## src/rtl/serial_link_pkg.sv

```systemverilog
// Shared definitions for the correlator serial link (serializer and deserializer).
package serial_link_pkg;

  localparam int SER_WIDTH = 3;

  typedef enum logic {
    S_IDLE  = 1'b0,
    S_SHIFT = 1'b1
  } ser_state_t;

endpackage

```

## src/rtl/ser_bit_counter.sv

```systemverilog
// Bit-position counter for the serial link: loads to zero, counts up and
// saturates at WIDTH-1. It exposes its next value so that registered outputs
// can be derived from the upcoming bit position.
module ser_bit_counter
  import serial_link_pkg::*;
#(
  parameter int WIDTH = SER_WIDTH,
  parameter int CNT_W = $clog2(WIDTH)
) (
  input  logic             clk,
  input  logic             rst,
  input  logic             load_i,
  input  logic             inc_i,
  output logic [CNT_W-1:0] cnt_o,
  output logic [CNT_W-1:0] cnt_d_o,
  output logic             is_last_o
);

  logic [CNT_W-1:0] cnt_q;
  logic [CNT_W-1:0] cnt_d;

  assign is_last_o = (cnt_q == CNT_W'(WIDTH - 1));
  assign cnt_o     = cnt_q;
  assign cnt_d_o   = cnt_d;

  // Next count: a load wins, otherwise increment until the last bit position.
  always_comb begin
    cnt_d = cnt_q;
    if (load_i) begin
      cnt_d = '0;
    end else if (inc_i && !is_last_o) begin
      cnt_d = cnt_q + CNT_W'(1);
    end
  end

  // Counter register.
  always_ff @(posedge clk or posedge rst) begin
    if (rst) begin
      cnt_q <= '0;
    end else begin
      cnt_q <= cnt_d;
    end
  end

endmodule

```

## src/rtl/parallel_serializer.sv

```systemverilog
// Parallel-to-serial transmitter: words arrive over valid/ready and leave MSB
// first, one bit per clock, with a frame strobe on each word's first bit. A
// one-word pending buffer lets consecutive words stream without a gap.
module parallel_serializer
  import serial_link_pkg::*;
#(
  parameter int WIDTH = SER_WIDTH
) (
  input  logic             clk,
  input  logic             rst,
  input  logic [WIDTH-1:0] in_data,
  input  logic             in_valid,
  output logic             in_ready,
  output logic             ser_out,
  output logic             ser_valid,
  output logic             frame_start
);

  localparam int CNT_W = $clog2(WIDTH);

  ser_state_t       state_q, state_d;
  logic [WIDTH-1:0] shreg_q, shreg_d;
  logic [WIDTH-1:0] pend_q, pend_d;
  logic             pend_valid_q, pend_valid_d;
  logic [CNT_W-1:0] cnt_q, cnt_d;
  logic             is_last;
  logic             cnt_load, cnt_inc;
  logic             accept;
  logic             ser_out_q, ser_out_d;
  logic             ser_valid_q, ser_valid_d;
  logic             frame_start_q, frame_start_d;

  // Bit of a word at a given position counted from the MSB.
  function automatic logic pick_bit(input logic [WIDTH-1:0] word,
                                    input logic [CNT_W-1:0] pos);
    logic [WIDTH-1:0] shifted;
    shifted = word << pos;
    return shifted[WIDTH-1];
  endfunction

  // The pending slot is the only thing that can refuse a word.
  assign in_ready = !pend_valid_q;
  assign accept   = in_valid && in_ready;

  assign ser_out     = ser_out_q;
  assign ser_valid   = ser_valid_q;
  assign frame_start = frame_start_q;

  ser_bit_counter #(
    .WIDTH(WIDTH),
    .CNT_W(CNT_W)
  ) u_cnt (
    .clk      (clk),
    .rst      (rst),
    .load_i   (cnt_load),
    .inc_i    (cnt_inc),
    .cnt_o    (cnt_q),
    .cnt_d_o  (cnt_d),
    .is_last_o(is_last)
  );

  // FSM state register.
  always_ff @(posedge clk or posedge rst) begin
    if (rst) begin
      state_q <= S_IDLE;
    end else begin
      state_q <= state_d;
    end
  end

  // Next state and datapath: on the last bit, pending word beats a fresh one.
  always_comb begin
    state_d      = state_q;
    shreg_d      = shreg_q;
    pend_d       = pend_q;
    pend_valid_d = pend_valid_q;
    cnt_load     = 1'b0;
    cnt_inc      = 1'b0;
    case (state_q)
      S_IDLE: begin
        if (accept) begin
          shreg_d  = in_data;
          cnt_load = 1'b1;
          state_d  = S_SHIFT;
        end
      end
      S_SHIFT: begin
        if (is_last) begin
          if (pend_valid_q) begin
            shreg_d      = pend_q;
            pend_valid_d = 1'b0;
            cnt_load     = 1'b1;
          end else if (accept) begin
            shreg_d  = in_data;
            cnt_load = 1'b1;
          end else begin
            state_d = S_IDLE;
          end
        end else begin
          cnt_inc = 1'b1;
          if (accept) begin
            pend_d       = in_data;
            pend_valid_d = 1'b1;
          end
        end
      end
      default: state_d = S_IDLE;
    endcase
  end

  // Outputs for the coming cycle, derived from next state so they leave flops.
  always_comb begin
    ser_valid_d   = (state_d == S_SHIFT);
    ser_out_d     = ser_valid_d && pick_bit(shreg_d, cnt_d);
    frame_start_d = ser_valid_d && (cnt_d == '0);
  end

  // Shift, pending and output registers.
  always_ff @(posedge clk or posedge rst) begin
    if (rst) begin
      shreg_q       <= '0;
      pend_q        <= '0;
      pend_valid_q  <= 1'b0;
      ser_out_q     <= 1'b0;
      ser_valid_q   <= 1'b0;
      frame_start_q <= 1'b0;
    end else begin
      shreg_q       <= shreg_d;
      pend_q        <= pend_d;
      pend_valid_q  <= pend_valid_d;
      ser_out_q     <= ser_out_d;
      ser_valid_q   <= ser_valid_d;
      frame_start_q <= frame_start_d;
    end
  end

endmodule

```

## config.mk

```make
export PLATFORM = sky130hd
export DESIGN_NAME = parallel_serializer
export DESIGN_NICKNAME = d
export VERILOG_FILES = /design/src/rtl/serial_link_pkg.sv /design/src/rtl/ser_bit_counter.sv /design/src/rtl/parallel_serializer.sv
export SDC_FILE = /design/constraint.sdc
export NUM_CORES = 1
export LEC_CHECK = 0
export ABC_CLOCK_PERIOD_IN_PS = 2000
export BUFFER_PORTS_ARGS = -buffer_cell sky130_fd_sc_hd__buf_2
export CAP_MARGIN = 20
export CORE_UTILIZATION = 48
export CTS_BUF_LIST = sky130_fd_sc_hd__clkbuf_8 sky130_fd_sc_hd__clkbuf_16
export CTS_CLUSTER_SIZE = 8
export DETAILED_ROUTE_END_ITERATION = 8
export HOLD_SLACK_MARGIN = 0.08
export PLACE_DENSITY_LB_ADDON = 0.05
export RECOVER_POWER = 25
export SETUP_SLACK_MARGIN = 0.05
export SLEW_MARGIN = 0
export SYNTH_ARGS = -nofsm -noshare
export SYNTH_HDL_FRONTEND = slang
export SYNTH_HIERARCHICAL = 1
export SYNTH_SLANG_ARGS = --single-unit
export TNS_END_PERCENT = 50
```

## constraint.sdc

```tcl
create_clock -name clk -period 2 [get_ports clk]
set_input_delay 0.4 -clock clk [delete_from_list [all_inputs] [get_ports clk]]
set_output_delay 0.4 -clock clk [all_outputs]
set_load 0.05 [all_outputs]
```

[Word level (Yosys, flattened, before mapping)]
Index checks and enable logic that the tools add are counted.
Word-level totals
  register bits: 12
  input bits: 6
  output and inout bits: 4
  word-level logic and storage cells: 38
Operators by class
  add/subtract/negate cells: 1
  equality and inequality tests: 1
  shifts and indexed selects: 1
  mux-type cells: 16
  bitwise gates (word level): 2
  reduce and logical (&&, ||, !) cells: 10
Operators with widths (number)
  3-bit two-way mux: 3
  1-bit two-way mux: 8
  3-bit case mux with 2 select lines: 1
  1-bit logical AND: 4
  2-bit two-way mux: 2
  1-bit case mux with 2 select lines: 2
  3-bit AND reduction: 1
  3-bit by 2-bit << shifter with 3-bit output: 1
  2-bit by 1-bit adder with 2-bit output (second input constant): 1
  2-bit equality test (second input constant): 1
  1-bit zero test: 2
  2-bit zero test: 1
  1-bit inverter: 2
  2-bit AND reduction: 1
  2-bit nonzero test: 1

[Longest topological paths before layout]
  word-level depth: 9
  depth in mapped cells: 10
  mapped depth without buffers: 10

[Cells and area by module]
Netlist, hierarchy kept.
Modules (own cells, without submodules)
  parallel_serializer: times used 1, cells an instance 56, area each 595.6 um2, seq. area each 250.2 um2
  ser_bit_counter: times used 1, cells an instance 12, area each 133.9 um2, seq. area each 50.0 um2

[Worst setup path after synthesis]
Ideal clock, no wire load.
  path kind: reg-to-reg
  start point: register ser_valid (netlist name)
  end point: register ser_out_q, in the netlist ser_out
  library setup time: 0.126 ns
  arrival time: 2.107 ns
  required time: 1.874 ns
  path slack: -0.234 ns
  stages on the path, launching flop included: 9
  buffers on the path: 1
  period minus slack after synthesis: 2.234 ns
  cells stage by stage: dfrtp_1 buf_2 nand2_1 a21oi_1 nor2b_1 mux2_4 nor2b_1 o2111a_1 a311o_1
RTL lines
  end signal, assigned: line parallel_serializer.sv:131  | ser_out_q <= ser_out_d;
  end, declared: line parallel_serializer.sv:29  | logic ser_out_q, ser_out_d;

[Worst setup path in the final report]
  start point: register u_cnt.cnt_q[1], in the netlist u_cnt/cnt_o[1]
  end point: register ser_out_q, in the netlist ser_out
Between the ends
  cells in the longest elaborated chain, start to end: 8
  elaborated cells between the ends (all ways): 16
  those cells by class: add/sub: 1; eq/ne: 1; shift: 1; mux: 10; reduce/logical: 3
RTL lines
  start, declared: line ser_bit_counter.sv:19  | logic [CNT_W-1:0] cnt_q;
  start signal, assigned: line ser_bit_counter.sv:41  | cnt_q <= cnt_d;
  2-bit equality test: line ser_bit_counter.sv:22  | assign is_last_o = (cnt_q == CNT_W'(WIDTH - 1));
  via is_last: line parallel_serializer.sv:26  | logic is_last;
  1-bit two-way mux: line parallel_serializer.sv:88  | if (is_last) begin
  1-bit two-way mux: line parallel_serializer.sv:79  | case (state_q)
  via cnt_inc: line parallel_serializer.sv:27  | logic cnt_load, cnt_inc;
  1-bit logical AND: line ser_bit_counter.sv:31  | end else if (inc_i && !is_last_o) begin
  2-bit two-way mux: line ser_bit_counter.sv:31
  2-bit two-way mux: line ser_bit_counter.sv:29  | if (load_i) begin
  via cnt_d[0]: line parallel_serializer.sv:25  | logic [CNT_W-1:0] cnt_q, cnt_d;
  3-bit by 2-bit << shifter with 3-bit output: line parallel_serializer.sv:37  | shifted = word << pos;
  1-bit logical AND: line parallel_serializer.sv:114  | ser_out_d = ser_valid_d && pick_bit(shreg_d, cnt_d);
  via ser_out_d: line parallel_serializer.sv:29
The timed path passes the listed nets, and every way through them passes these cells.
A chain may end at the register's enable or synchronous reset.

==> impl_results.md <==
* Status: finished, final reports clean
* Final TNS setup at 0 ns
* Largest family of logic cells by synthesized area: simple AND/OR/NAND/NOR gates
* Register area at 302 µm²
* FF-to-FF setup slack at 0.09 ns
* Startpoint types: register
* DR vias at 558
* Worst slew margin at 71.5%
* Routed len/inst at 13.9 µm
* TritonCTS buffer count at 3
* RSZ-0062 raised after global routing: true
* Worst hold path class: primary input to register
* Post-synthesis sequential area ratio at 41.2%
* R2R cell count at 8
* Final Hold Vio Count at 0
* Non-Filler Instances at 103
* Fin Clk Skew at 0.00484 ns
* Fin crit period at 1.91 ns
* Comb pwr share at 63.7%
* Drt via density at 5.42
* DR pass1 iterations at 4
* First DRT Iteration DRCs at 16
* Synth Area in Compound Gates at 14.2%
* Fillers at 103
* Final worst-path cycle share at 95.5%
* RD Place Congestion at 0.711
* Critical Path RT at 2.12 ns
* Syn avg cell area at 10.7 µm²
* Net Switching at 0.735 mW
* Hold Path Origin: in_data[0]
* Critical Path Fanout Max at 3
* VDD IR max at 1.25 mV
* Ordered list of cells on the worst path: ha_4 > nand2b_4 > inv_4 > nor2b_4 > mux2_4 > nor2b_1 > o2111a_1 > a311o_1
* Initial antenna violation count at 0
* Clock Tree Root: clkbuf_8
* Largest net degree at the start of global routing at 14
* Buffers on Ports at 9
* Number of global-route vias before repair at 498
* Antenna cells at 0
* Placed cells at 96
* Kind of critical path: register to register
* IO Pins at 10
* Synth Area in Adders at 1.72%
* Power density cells at 1930 nW/µm²
* DP HPWL at 1.05 mm
* Measured slew at the worst slew-check pin at 0.427 ns
* Seq pwr share at 23.9%
* Crit path arrival time at 2.03 ns
* Synthesized flop and latch total at 12
* Synth Cell Area at 729 µm²
* Xor/xnor share of the synthesized area at 0%
* Lkg Pwr at 0.454 nW
* Die area at 1680 µm²
* Fmax at 523 MHz
* DR DRC count at 0
* Reg-to-Reg End: ser_out
* Hold Crit Depth at 2
* Max-cap viol count at 0
* Initial core utilization at 54.0%
* Mux contribution to synthesized area at 16.6%
* First-pass GRT wire length at 2.10 mm
* Clk_lat worst skew at 0.24 ns
* Yosys cell types at 25
* CP peak stage delay at 0.40 ns
* Ys Warns at 6
* Num rows at 13
* CTS tree: done
* Area delta synth->final at 27.1%
* Nets at 96
* Antenna-violating nets left at 0
* CTS clk-pin slew, worst paths at 0.05 ns
* CTS Buffer Depth at 2
* CP Launch Point: u_cnt/cnt_o[1]
* DIE WIDTH at 41.0 µm
* Final Max Tran Viols at 0
* Clock sinks at 12
* Die height at 41.0 µm
* Syn Inst Count at 68
* Multi-input logic area at 404 µm²
* Slowest CP cell: dfrtp_1
* Global-route usage over all layers at 20.6%
* Layout cell share with drive strength beyond 1 at 42.0%
* CTS H-tree lvls at 1
* Setup violations, final at 0
* R2R Path Start: u_cnt/cnt_o[1]
* Clock share of power at 12.4%
* Net Sw Frac at 41.0%
* GR Overflow Total at 0
* Core ar. at 1350 µm²
* Hold endpoint: pend_q[0]
* Crit end category: register
* Total wire length at 1.43 mm
* Syn_nets at 75
* Post-Synth Simple-Gate Area at 17.8%
* Internal at 1.06 mW
## cell usage after synthesis (all sizes together)
| cell type | count | area share (%) |
|---|---|---|
| dfrtp | 12 | 41 |
| inv | 9 | 4.6 |
| mux2 | 8 | 14 |
| nor2b | 7 | 8.1 |
| nor2 | 4 | 2.1 |
| a21oi | 3 | 2.1 |
| a221oi | 3 | 3.6 |
| buf | 3 | 3.8 |
| o21ai | 3 | 2.1 |
| and4b | 2 | 2.7 |
| mux2i | 2 | 2.7 |
| o2111a | 2 | 3.1 |
| o21a | 2 | 2.1 |
| a311o | 1 | 1.4 |
| and2 | 1 | 0.86 |
| ha | 1 | 1.7 |
| nand2 | 1 | 0.51 |
| nand2b | 1 | 0.86 |
| nand3b | 1 | 1.0 |
| nor3 | 1 | 0.69 |
| or2b | 1 | 1.0 |
## final cells by class
type | instances | share of cell area [%]
repair buffers | 19 | 13.1
clock buffers | 3 | 4.45
multi-input cells | 44 | 43.6
flip-flops and latches | 12 | 32.5
clock inverters | 1 | 0.405
inverters | 9 | 3.91
well taps | 15 | 2.02
## worst max-delay path by stage
stage                         end  slack, ns  cells past startpoint
final                     ser_out       0.09                      8
after global routing      ser_out       0.02                     10
after CTS                 ser_out       0.08                      8
after detailed placement  ser_out       0.02                      8
after global placement    ser_out      0.009                     10
after floorplan           ser_out       0.05                      8
## cell usage in the layout (no fill, tap or decap), types with 2 or more instances in the layout
cell type  count
a21oi_1        2
a221oi_1       3
and4b_1        2
buf_2          8
buf_4          9
clkbuf_8       3
dfrtp_1       11
inv_1          8
mux2_2         4
mux2_4         3
mux2i_1        2
nor2_1         3
nor2b_1        5
nor2b_4        2
o2111a_1       2
o21a_1         2
o21ai_0        2
## sequential cells by signal (all words and copies together), names as in the netlist
register	count
u_cnt/cnt_o	2
ser_out	1
frame_start	1
pend_valid_q	1
shreg_q	3
ser_valid	1
pend_q	3
## cell families (layout without fill, tap and decap cells)
kind of cell / after synthesis / after routing
compound gates: 14 / 14
fa+ha+maj: 1 / 1
buf+inv: 12 / 32
flops: 12 / 12
mux: 10 / 10
simple gates: 19 / 19
## power by group through the flow
stage | registers, mW | clock network, mW | logic (mW)
2_1_floorplan | 0.522 | 0 | 0.738
3_3_place_gp | 0.430 | 0 | 1.04
3_5_place_dp | 0.432 | 0 | 1.06
4_1_cts | 0.428 | 0.227 | 1.13
5_1_grt | 0.441 | 0.237 | 1.22
6_report | 0.427 | 0.222 | 1.14
## timing repair
item / in CTS / in global routing
pin swaps: 1 / 0
buffers inserted: 2 / 0
hold buffers: 1 / 0
hold endpoints to repair: 2 / 0
gates resized for setup: 3 / 2
setup endpoints to repair: 1 / 1
## critical path: cells and delay by family, from the launching register on
kind            cells  cell delay (ns)
fa+ha+maj           1             0.17
buf+inv             1             0.07
flops               1             0.40
simple gates        3             0.45
mux                 1             0.31
compound gates      2             0.40
## routing by layer
metal	vias up	wire length, µm	global-route usage, %
li1	278	-	-
met1	266	709	24.2
met2	12	650	33.6
met3	2	50	4.89
met4	0	17	12.5
met5	-	0	0
## through the flow
stage	utilization [%]	cell area, µm²	setup slack [ns]	power, mW	hold slack [ns]
2_1_floorplan	-	763	0.0503	1.26	0.141
5_1_grt	68.7	927	0.0173	1.90	0.433
6_report	68.7	927	0.0892	1.79	0.428
3_5_place_dp	62.7	846	0.0208	1.49	0.261
3_3_place_gp	62.7	846	0.00880	1.47	0.260
4_1_cts	68.6	926	0.0841	1.78	0.425
Power figures use the tool's default switching activity.
